[src/rtl/lsu_mem_port.sv]
// Memory-stage load/store port: turns one EX load/store into a word-aligned req/ack bus transfer.
// Optional bus timeout abort is compiled in with `define LSU_TIMEOUT_EN.
module lsu_mem_port #(
   parameter int ADDR_W         = 32,
   parameter int TIMEOUT_CYCLES = 16
) (
   input  logic              i_clk,
   input  logic              i_reset,
   input  logic              i_valid,
   input  logic              i_lsu_wren,
   input  logic              i_lsu_rden,
   input  logic [1:0]        i_size,
   input  logic [ADDR_W-1:0] i_addr,
   input  logic [31:0]       i_st_data,
   output logic              o_stall,
   output logic              o_mem_req,
   output logic              o_mem_we,
   output logic [ADDR_W-1:0] o_mem_addr,
   output logic [3:0]        o_mem_be,
   output logic [31:0]       o_mem_wdata,
   input  logic              i_mem_ack,
   input  logic [31:0]       i_mem_rdata,
   output logic [31:0]       o_ld_data,
   output logic [1:0]        o_ld_offset,
   output logic              o_ld_valid,
   output logic              o_misalign,
   output logic              o_bus_err
);

   typedef enum logic [1:0] {IDLE, REQ, DONE} state_t;

   state_t            state_q;
   logic              memReq_q;
   logic              memWe_q;
   logic [ADDR_W-1:0] memAddr_q;
   logic [3:0]        memBe_q;
   logic [31:0]       memWdata_q;
   logic [3:0]        memBe_d;
   logic [31:0]       memWdata_d;
   logic              isLoad_q;
   logic [1:0]        offset_q;
   logic [31:0]       ldData_q;
   logic [1:0]        ldOffset_q;
   logic              ldValid_q;
   logic              misalign_q;
   logic              isOp;
   logic              misaligned;

`ifdef LSU_TIMEOUT_EN
   localparam int CNT_W = $clog2(TIMEOUT_CYCLES + 1);
   logic [CNT_W-1:0] timeoutCnt_q;
   logic             busErr_q;
`endif

   // Only IDLE may accept, and only an op that is unambiguously a load or a store.
   assign isOp = (state_q == IDLE) && i_valid && (i_lsu_wren ^ i_lsu_rden);

   always_comb begin
      misaligned = 1'b0;
      case (i_size)
         2'd1:    misaligned = i_addr[0];
         2'd2:    misaligned = (i_addr[1:0] != 2'b00);
         2'd3:    misaligned = 1'b1;
         default: misaligned = 1'b0;
      endcase
   end

   // Replicating the store data across lanes lets the enables alone select the bytes written.
   always_comb begin
      memBe_d    = 4'b1111;
      memWdata_d = i_st_data;
      case (i_size)
         2'd0: begin
            memBe_d    = 4'b0001 << i_addr[1:0];
            memWdata_d = {4{i_st_data[7:0]}};
         end
         2'd1: begin
            memBe_d    = 4'b0011 << i_addr[1:0];
            memWdata_d = {2{i_st_data[15:0]}};
         end
         default: begin
            memBe_d    = 4'b1111;
            memWdata_d = i_st_data;
         end
      endcase
   end

   always_ff @(posedge i_clk or posedge i_reset) begin
      if (i_reset) begin
         state_q    <= IDLE;
         memReq_q   <= 1'b0;
         memWe_q    <= 1'b0;
         memAddr_q  <= '0;
         memBe_q    <= 4'b0000;
         memWdata_q <= 32'h0;
         isLoad_q   <= 1'b0;
         offset_q   <= 2'b00;
         ldData_q   <= 32'h0;
         ldOffset_q <= 2'b00;
         ldValid_q  <= 1'b0;
         misalign_q <= 1'b0;
`ifdef LSU_TIMEOUT_EN
         timeoutCnt_q <= '0;
         busErr_q     <= 1'b0;
`endif
      end else begin
         ldValid_q  <= 1'b0;
         misalign_q <= 1'b0;
`ifdef LSU_TIMEOUT_EN
         busErr_q   <= 1'b0;
`endif
         case (state_q)
            IDLE: begin
               if (isOp && misaligned) begin
                  misalign_q <= 1'b1;
               end else if (isOp) begin
                  state_q    <= REQ;
                  memReq_q   <= 1'b1;
                  memWe_q    <= i_lsu_wren;
                  memAddr_q  <= {i_addr[ADDR_W-1:2], 2'b00};
                  memBe_q    <= memBe_d;
                  memWdata_q <= memWdata_d;
                  isLoad_q   <= i_lsu_rden;
                  offset_q   <= i_addr[1:0];
`ifdef LSU_TIMEOUT_EN
                  timeoutCnt_q <= '0;
`endif
               end
            end
            REQ: begin
               if (i_mem_ack) begin
                  state_q  <= DONE;
                  memReq_q <= 1'b0;
                  if (isLoad_q) begin
                     ldData_q   <= i_mem_rdata;
                     ldOffset_q <= offset_q;
                     ldValid_q  <= 1'b1;
                  end
               end
`ifdef LSU_TIMEOUT_EN
               // An ack arriving on the terminal count takes the branch above and wins.
               else if (timeoutCnt_q == CNT_W'(TIMEOUT_CYCLES - 1)) begin
                  state_q  <= DONE;
                  memReq_q <= 1'b0;
                  busErr_q <= 1'b1;
               end else begin
                  timeoutCnt_q <= timeoutCnt_q + 1'b1;
               end
`endif
            end
            DONE: begin
               state_q <= IDLE;
            end
            default: begin
               state_q  <= IDLE;
               memReq_q <= 1'b0;
            end
         endcase
      end
   end

   assign o_stall     = (state_q == REQ) || (isOp && !misaligned);
   assign o_mem_req   = memReq_q;
   assign o_mem_we    = memWe_q;
   assign o_mem_addr  = memAddr_q;
   assign o_mem_be    = memBe_q;
   assign o_mem_wdata = memWdata_q;
   assign o_ld_data   = ldData_q;
   assign o_ld_offset = ldOffset_q;
   assign o_ld_valid  = ldValid_q;
   assign o_misalign  = misalign_q;
`ifdef LSU_TIMEOUT_EN
   assign o_bus_err   = busErr_q;
`else
   assign o_bus_err   = 1'b0;
`endif

endmodule

[config.mk]
export PLATFORM = sky130hd
export DESIGN_NAME = lsu_mem_port
export DESIGN_NICKNAME = d
export VERILOG_FILES = /design/src/rtl/lsu_mem_port.sv
export SDC_FILE = /design/constraint.sdc
export NUM_CORES = 1
export LEC_CHECK = 0
export ABC_AREA = 0
export ABC_CLOCK_PERIOD_IN_PS = 2960
export BUFFER_PORTS_ARGS = -buffer_cell sky130_fd_sc_hd__buf_2
export CORE_MARGIN = 2
export CORE_UTILIZATION = 35
export CTS_CLUSTER_SIZE = 40
export DETAILED_ROUTE_END_ITERATION = 8
export HOLD_SLACK_MARGIN = 0.08
export PLACE_DENSITY = 0.75
export SLEW_MARGIN = 20
export SYNTH_ARGS = -nofsm -noshare
export SYNTH_HDL_FRONTEND = slang
export SYNTH_SLANG_ARGS = --single-unit
[constraint.sdc]
create_clock -name i_clk -period 2.96 [get_ports i_clk]
set_clock_uncertainty 0.05 [all_clocks]
set_input_delay 0.148 -clock i_clk [delete_from_list [all_inputs] [get_ports i_clk]]
set_output_delay 0.148 -clock i_clk [all_outputs]
set_load 0.02 [all_outputs]
* Word level (Yosys, flattened, before mapping) *
Index checks and enable logic that the tools add are counted.

word-level totals
  flip-flop bits (word level) = 109
  output and inout port bits = 108

operators by class
  eq/ne operators = 8
  shift operators = 2
  multiplexer cells = 16
  bitwise gates (word level) = 3
  reductions and logical operators = 13

operators with widths
  operator                                                               count
  32-bit case mux with 2 select lines                                    1
  3-bit AND reduction                                                    3
  1-bit two-way mux                                                      8
  4-bit case mux with 2 select lines                                     1
  2-bit equality test, second input constant                             3
  2-bit two-way mux                                                      3
  2-bit != test, second input constant                                   3
  1-bit case mux with 3 select lines                                     2
  2-bit by 1-bit equality test with 1-bit output, second input constant  2
  1-bit logical AND                                                      4
  2-bit logical NOT                                                      2
  2-bit case mux with 2 select lines                                     1
  4-bit AND reduction                                                    1
  1-bit by 2-bit left shift with 4-bit output, first input constant      1
  2-bit by 2-bit left shift with 4-bit output, first input constant      1
  1-bit inverter                                                         2
  2-bit nonzero test                                                     1
  1-bit logical NOT                                                      1
  1-bit logical OR                                                       1
  1-bit bitwise XOR                                                      1

* Logic depth before layout (Yosys ltp) *
Gate-level depths: netlist of run 1.

  word-level depth = 6
  depth in mapped cells = 8
  mapped depth without buffers = 4

* Least setup slack after synthesis of run 1 *
Ideal clock, no wire load.

  path kind = reg2reg
  start = reg state_q[0]
  end = reg memAddr_q[12], in the netlist o_mem_addr[12]
  setup time = 125 ps
  arrival time = 1,479 ps
  required time = 2,785 ps
  setup slack = 1,306 ps
  stages on the path, launching flop included = 8
  buffers on the path = 3
  clock period less this slack = 1,654 ps
  path through = dfrtp_1 -> nor2_1 -> nand3_2 -> nand2b_4 -> buf_6 -> buf_6 -> buf_6 -> mux2_4

on the way
  word-level cells in the longest chain between the ends = 6

RTL lines
  what                               RTL line  source
  from (decl)                        32        state_t state_q;
  from (signal assigned)             90        state_q <= IDLE;
  from (signal assigned)             117       state_q <= REQ;
  from (signal assigned)             132       state_q <= DONE;
  2-bit logical NOT (*)              56, 112
  1-bit logical AND (2 in series)    56        assign isOp = (state_q == IDLE) && i_valid && (i_lsu_wren ^ i_lsu_rden);
  1-bit logical AND                  114       if (isOp && misaligned) begin
  1-bit inverter (no line)           n/a
  3-bit AND reduction (no line) (*)  n/a
  to (signal assigned)               120       memAddr_q <= {i_addr[ADDR_W-1:2], 2'b00};
  to (decl)                          35        logic [ADDR_W-1:0] memAddr_q;

Mark *: on every way between the ends. The rest lies on a longest branch, timed or not.
A chain may end at the register's enable or synchronous reset.

* Worst setup path after layout of run 1 *
  start = in i_lsu_rden
  end = out o_stall

on the way
  word-level cells in the longest chain between the ends = 4

RTL lines
  what               RTL line  source
  from (decl)        11        input logic i_lsu_rden,
  1-bit bitwise XOR  56
  1-bit logical AND  56
  1-bit logical AND  162       assign o_stall = (state_q == REQ) || (isOp && !misaligned);
  1-bit logical OR   162
  to (decl)          15        output logic o_stall,

Every way passes these cells.

==> results of run 1 <==
## layer usage
layer  global-route usage, %  vias to the layer above  wire length, um
li1                        -                     1657                -
met1                    20.9                     1748             4960
met2                    30.6                      158             6200
met3                    5.21                       20              917
met4                    7.89                        0              275
met5                       0                        -                0
## power by group
| part | total [mW] | internal [mW] | switching, mW | leakage [nW] |
|---|---|---|---|---|
| clock | 1.17 | 0.640 | 0.532 | 0.146 |
| combinational | 2.30 | 1.00 | 1.30 | 1.95 |
| sequential | 2.38 | 2.08 | 0.303 | 1.31 |
| total | 5.85 | 3.72 | 2.13 | 3.41 |
## final cells by class
cell class	count	area [um^2]	area share (%)
Clock inverter	3	18.8	0.274
Sequential cell	109	2730	39.8
Multi-Input combinational cell	179	1730	25.2
Timing Repair Buffer	291	1880	27.4
Inverter	5	22.5	0.328
Clock buffer	13	270	3.94
Tap cell	172	215	3.14
## path summary, 6_finish.rpt
| kind | from | endpoint | slack [ns] |
|---|---|---|---|
| setup reg to reg | state_q[1] | o_ld_data[18] | 0.95 |
| min in group asynchronous | i_reset | o_mem_req | 0.48 |
| setup / recovery | i_lsu_rden | o_stall | 0.49 |
| max in group asynchronous | i_reset | o_mem_wdata[24] | 1.55 |
| hold / removal | i_st_data[30] | o_mem_wdata[30] | 0.1 |
| hold reg to reg | o_mem_wdata[1] | o_mem_wdata[1] | 0.45 |
## per-stage QoR
stage / hold slack (ns) / utilization [%]
global route: 0.104 / 53.9
floorplan: 0.188 / -
finish: 0.0955 / 53.9
CTS: 0.0812 / 53.9
global placement: 0.304 / 45.7
detailed placement: 0.328 / 45.7
## flip-flops by register name, indices dropped and copies added, names as in the netlist
name / count
o_mem_be: 4
isLoad_q: 1
o_mem_we: 1
o_mem_wdata: 32
o_ld_valid: 1
o_misalign: 1
state_q: 2
o_ld_data: 32
offset_q: 2
o_mem_req: 1
o_ld_offset: 2
o_mem_addr: 30
## logic make-up (layout without fill, tap and decap cells)
logic type / Yosys count / in the layout / synth area share, %
compound gates: 22 / 22 / 3.13
xor+xnor: 2 / 2 / 0.381
buf+inv: 27 / 312 / 3.24
flops: 109 / 109 / 59.4
mux: 125 / 125 / 31.0
other cells: 1 / 3 / 0.0816
simple gates: 27 / 27 / 2.86
## cells in the final DEF, fill, tap and decap left out, drive strengths merged, types with 2 or more instances in the layout
cell type,netlist,routed
conb,1,3
dlygate4sd3,0,76
clkinv,0,3
nor2,6,6
mux2i,9,9
mux2,116,116
dfrtp,109,109
nand3,3,3
o21ai,12,12
clkbuf,6,13
buf,16,215
nand2b,2,2
nand2,12,12
inv,5,4
## repair_timing
action	in CTS	in global routing
hold endpoints to repair	115	0
resized for setup	0	0
hold buffers	76	0
## worst min-delay path: cells and delay by family
family          cells  cell delay [ns]
buf+inv             1             0.08
mux                 1             0.14
simple gates        1             0.04
compound gates      1             0.06
==> impl_metrics.json, run 1 <==
{
  "yosys-top-cells-area": "dfrtp_1 59%, mux2_2 27%, mux2_4 2.3%",
  "ios": 212,
  "startpoint_type": "input pin",
  "outcome": "finished clean",
  "async_reset_ff_share_pct": 100,
  "maxCapViolCount": 0,
  "rsz0062_at_grt": "false",
  "clock_sinks": 109,
  "fin_total_pwr_mw": 5.85,
  "io_buffers": 208,
  "drtAntennaViolNets": 0,
  "critPathMaxStageDelay_ns": 0.55,
  "drive_gt1_share_pct": 58.5,
  "tightest_slew_ns": 0.862,
  "clk_pin_slew_worst_paths_ns": 0.07,
  "htreeDepth": 3,
  "dr.pass1.iters": 4,
  "dp_cells": 680,
  "die_w_um": 119,
  "fillCellCount": 1047,
  "synth_top_area_cell": "dfrtp_1",
  "start_util_pct": 36.1,
  "cts-buffers-inserted": 9,
  "fmaxAchievable_ghz": 0.405,
  "cts_setup_buffers": 0,
  "r2r_cells": 5,
  "setup_ws_ns": 0.491,
  "syn_avg_cell_area_um2": 14.7,
  "clkLatencyLatePin_ns": 0.35,
  "gp_congestion": 0.783,
  "cts_buffer_depth": 2,
  "synth.top_cell.area_share_pct": 59.4,
  "design_area_um2": 6860,
  "setup_viol": 0,
  "slew_headroom_pct": 42.4,
  "syn_to_final_growth_pct": 49.3,
  "routed_wl_um": 12400,
  "antenna_found_initial": 0,
  "setup-tns-final_ns": 0,
  "avgViaCountPerCell": 4.64,
  "synth_edf_count": 0,
  "critical-path-top-delay-family": "buffers and inverters",
  "dieArea_um2": 14100,
  "path_class": "input pin to output pin",
  "fin_crit_ns": 2.47,
  "die_h_um": 119,
  "fin_crit_sh_pct": 83.4,
  "worst-path-stages": 8,
  "yosysUniqueCellTypes": 34,
  "critPathBufInv": 4,
  "syn_area_um2": 4600,
  "drtIter0Drc": 108,
  "cp.required_ns": 2.76,
  "grt_pass1_wl_um": 19900,
  "syn_inst": 313,
  "synthFlopType": "dfrtp_1",
  "num_vias": 3583,
  "crit_top_cell": "buf_2",
  "placeableCoreArea_um2": 12700,
  "cp_max_fo": 37,
  "rows": 41,
  "placed_area_um2": 5810,
  "hold_viol": 0,
  "cts_tree": "built",
  "grt_max_degree": 47,
  "ys_top_cells_by_count": "109 x dfrtp_1, 109 x mux2_2, 12 x nand2_1, 12 x o21ai_0, 9 x mux2i_1",
  "hold_path_depth": 4,
  "place_ws_ns": 0.942,
  "ir_worst_vdd_v": 0.000438,
  "dp_hpwl_um": 8250,
  "drc": 0,
  "ys_seq_area_share_pct": 59.4,
  "hold_class": "input pin to register",
  "grtUsageTotal_pct": 17.9,
  "fin_nets": 699,
  "synth_warnings": 0,
  "path_cells": "dlygate4sd3_1 -> buf_2 -> xor2_1 -> nand3_2 -> nand2b_4 -> buf_12 -> nand2_1 -> buf_2",
  "cts_root_buf": "clkbuf_16",
  "wl_per_cell_um": 16.0,
  "diodes": 0,
  "synth-seq-cells": 109,
  "crit_arrival_ns": 2.27,
  "power_density_nw_per_um2": 853,
  "p_leak_nw": 3.41,
  "overflow": 0,
  "fin_cells": 772,
  "cpMaxStageDelayCell": "dlygate4sd3_1",
  "cp-end-kind": "output pin",
  "slew_viol_final": 0,
  "grt_pass1_vias": 3851
}
Note: power is estimated with default switching activity, not from simulation.
==> run 2: changes to the inputs <==
--- a/config.mk
+++ b/config.mk
@@ -6,7 +6,7 @@
 export NUM_CORES = 1
 export LEC_CHECK = 0
 export ABC_AREA = 0
-export ABC_CLOCK_PERIOD_IN_PS = 2960
+export ABC_CLOCK_PERIOD_IN_PS = 2190
 export BUFFER_PORTS_ARGS = -buffer_cell sky130_fd_sc_hd__buf_2
 export CORE_MARGIN = 2
 export CORE_UTILIZATION = 35
==> constraint.sdc (replaced) <==
create_clock -name i_clk -period 2.19 [get_ports i_clk]
set_clock_uncertainty 0.05 [all_clocks]
set_input_delay 0.1095 -clock i_clk [delete_from_list [all_inputs] [get_ports i_clk]]
set_output_delay 0.1095 -clock i_clk [all_outputs]
set_load 0.02 [all_outputs]
==> run 2 against run 1 <==
  * Final area is 4.5% higher
  * Non-clock buffer count is 25 higher
  * Largest power group unchanged
  * Critical path depth is 2 lower
  * Power is 40% higher
  * Combinational power is 38% higher
==> impl_metrics.json, run 2 (same netlist as run 1, synthesis figures left out) <==
{
  "cp-end-kind": "output pin",
  "min_from": "i_st_data[9]",
  "rr_endpoint": "o_mem_wdata[15]",
  "power_density_nw_per_um2": 1150,
  "routed_wl_um": 12900,
  "wl_per_cell_um": 16.2,
  "diodes": 0,
  "overflow": 0,
  "clock_sinks": 109,
  "path_class": "register to output pin",
  "fmaxAchievable_ghz": 0.510,
  "r2r_slack_ns": 0.38,
  "drc": 0,
  "startpoint_type": "register",
  "rows": 41,
  "die_w_um": 119,
  "clkLatencyLatePin_ns": 0.35,
  "start_util_pct": 36.1,
  "cts_resized": 0,
  "ir_worst_vdd_v": 0.000619,
  "timing.hold.ws_ns": 0.0924,
  "fin_crit_ns": 1.96,
  "worstReg2RegStart": "state_q[0]",
  "setup_viol": 0,
  "rsz0062_at_grt": "false",
  "io_buffers": 208,
  "syn_to_final_growth_pct": 55.9,
  "gp_congestion": 0.751,
  "cp.required_ns": 2.03,
  "num_vias": 3689,
  "slew_headroom_pct": 45.0,
  "slew_viol_final": 0,
  "cts_buffer_depth": 2,
  "outcome": "finished clean",
  "p_leak_nw": 3.55,
  "ios": 212,
  "place_ws_ns": 0.397,
  "r2r_cells": 6,
  "mostFrequentLayoutCell": "buf_2",
  "hold_class": "input pin to register",
  "cp_max_fo": 23,
  "placed_area_um2": 5850,
  "grt_pass1_vias": 4160,
  "placeableCoreArea_um2": 12700,
  "dieArea_um2": 14100,
  "cts-buffers-inserted": 9,
  "setup_ws_ns": 0.231,
  "grt_pass1_wl_um": 20700,
  "drtIter0Drc": 121,
  "avgViaCountPerCell": 4.63,
  "fin_crit_sh_pct": 89.5,
  "die_h_um": 119,
  "maxCapViolCount": 0,
  "cts_tree": "built",
  "design_area_um2": 7170,
  "setup-tns-final_ns": 0,
  "hold_viol": 0,
  "htreeDepth": 3,
  "fillCellCount": 1022,
  "min_to": "o_mem_wdata[9]",
  "crit_arrival_ns": 1.80,
  "final_cell_mix": "208 x buf_2, 109 x mux2_2, 109 x dfrtp_1, 95 x dlygate4sd3_1",
  "tightest_slew_ns": 0.824,
  "antenna_found_initial": 0,
  "grt_max_degree": 39,
  "drtAntennaViolNets": 0,
  "dp_hpwl_um": 8110,
  "hold_path_depth": 3,
  "grtUsageTotal_pct": 18.8,
  "dr.pass1.iters": 4,
  "fin_nets": 724,
  "drive_gt1_share_pct": 57.3,
  "clk_pin_slew_worst_paths_ns": 0.07,
  "cts_root_buf": "clkbuf_16"
}
-- run 2: changes by cell type in the layout (fill, tap and decap cells not counted) --
| cell | previous run | this run |
|---|---|---|
| buf_4 | 5 | 9 |
| clkinvlp_4 | 1 | 2 |
| dlygate4sd3_1 | 76 | 95 |
| buf_12 | 2 | 4 |
| clkinv_4 | 1 | 0 |
| clkinv_2 | 2 | 1 |
| clkbuf_8 | 3 | 2 |
| bufinv_16 | 0 | 2 |
| inv_6 | 0 | 1 |
| clkbuf_1 | 1 | 0 |
-- run 2: area by class of cell --
cell class              instances  area, um^2  area share [%]
repair buffers                316        2140            29.9
clock buffers                  11         253            3.53
flip-flops and latches        109        2730            38.1
multi-input cells             179        1730            24.1
inverters                       5        22.5           0.314
clock inverters                 5        81.3            1.13
well taps                     172         215            3.00
-- run 2: metrics by stage --
step                      utilization (%)  instances  total power, mW
after floorplan                         -        315             5.10
after global placement               46.0        682             6.15
after detailed placement             46.0        682             6.26
after CTS                            56.1        793             8.24
after global routing                 56.3        797             8.64
final                                56.3        797             8.21
-- run 2: critical path, stage by stage (launching register included) --
cell and delay (ns):
dfrtp_1 0.39, nor2_1 0.13, nand3_2 0.19, nand2b_4 0.27, buf_12 0.20, nand2_1 0.08
buf_2 0.18
-- run 2: how the worst max path moves through the flow --
stage | start | end | slack [ns] | cells past startpoint
final | state_q[0] | o_stall | 0.23 | 6
after detailed placement | i_lsu_rden | o_mem_addr[13] | 0.40 | 6
after global placement | state_q[0] | o_mem_addr[17] | 0.43 | 5
after global routing | state_q[0] | o_stall | 0.11 | 6
after floorplan | state_q[0] | o_mem_addr[12] | 0.54 | 7
after CTS | state_q[0] | o_stall | 0.07 | 6
-- run 2: timing repair --
| item | 4_1_cts | 5_1_grt |
|---|---|---|
| endpoints found under the setup margin | 0 | 1 |
| hold endpoints to repair | 131 | 0 |
| hold buffers | 95 | 0 |
| buffers inserted | 0 | 4 |
-- run 2: metal layers --
layer  part of all wire, %  routed length (um)  global-route usage (%)
met5                     0                   0                       0
met4                   2.4                 312                    8.26
met3                   7.1                 917                    5.16
met2                    52                6640                    33.5
met1                    39                5000                    20.7
-- run 2: power breakdown --
| part | internal (mW) | switching [mW] | total (mW) |
|---|---|---|---|
| logic | 1.39 | 1.79 | 3.18 |
| clock network | 1.07 | 0.751 | 1.82 |
| registers | 2.81 | 0.403 | 3.21 |
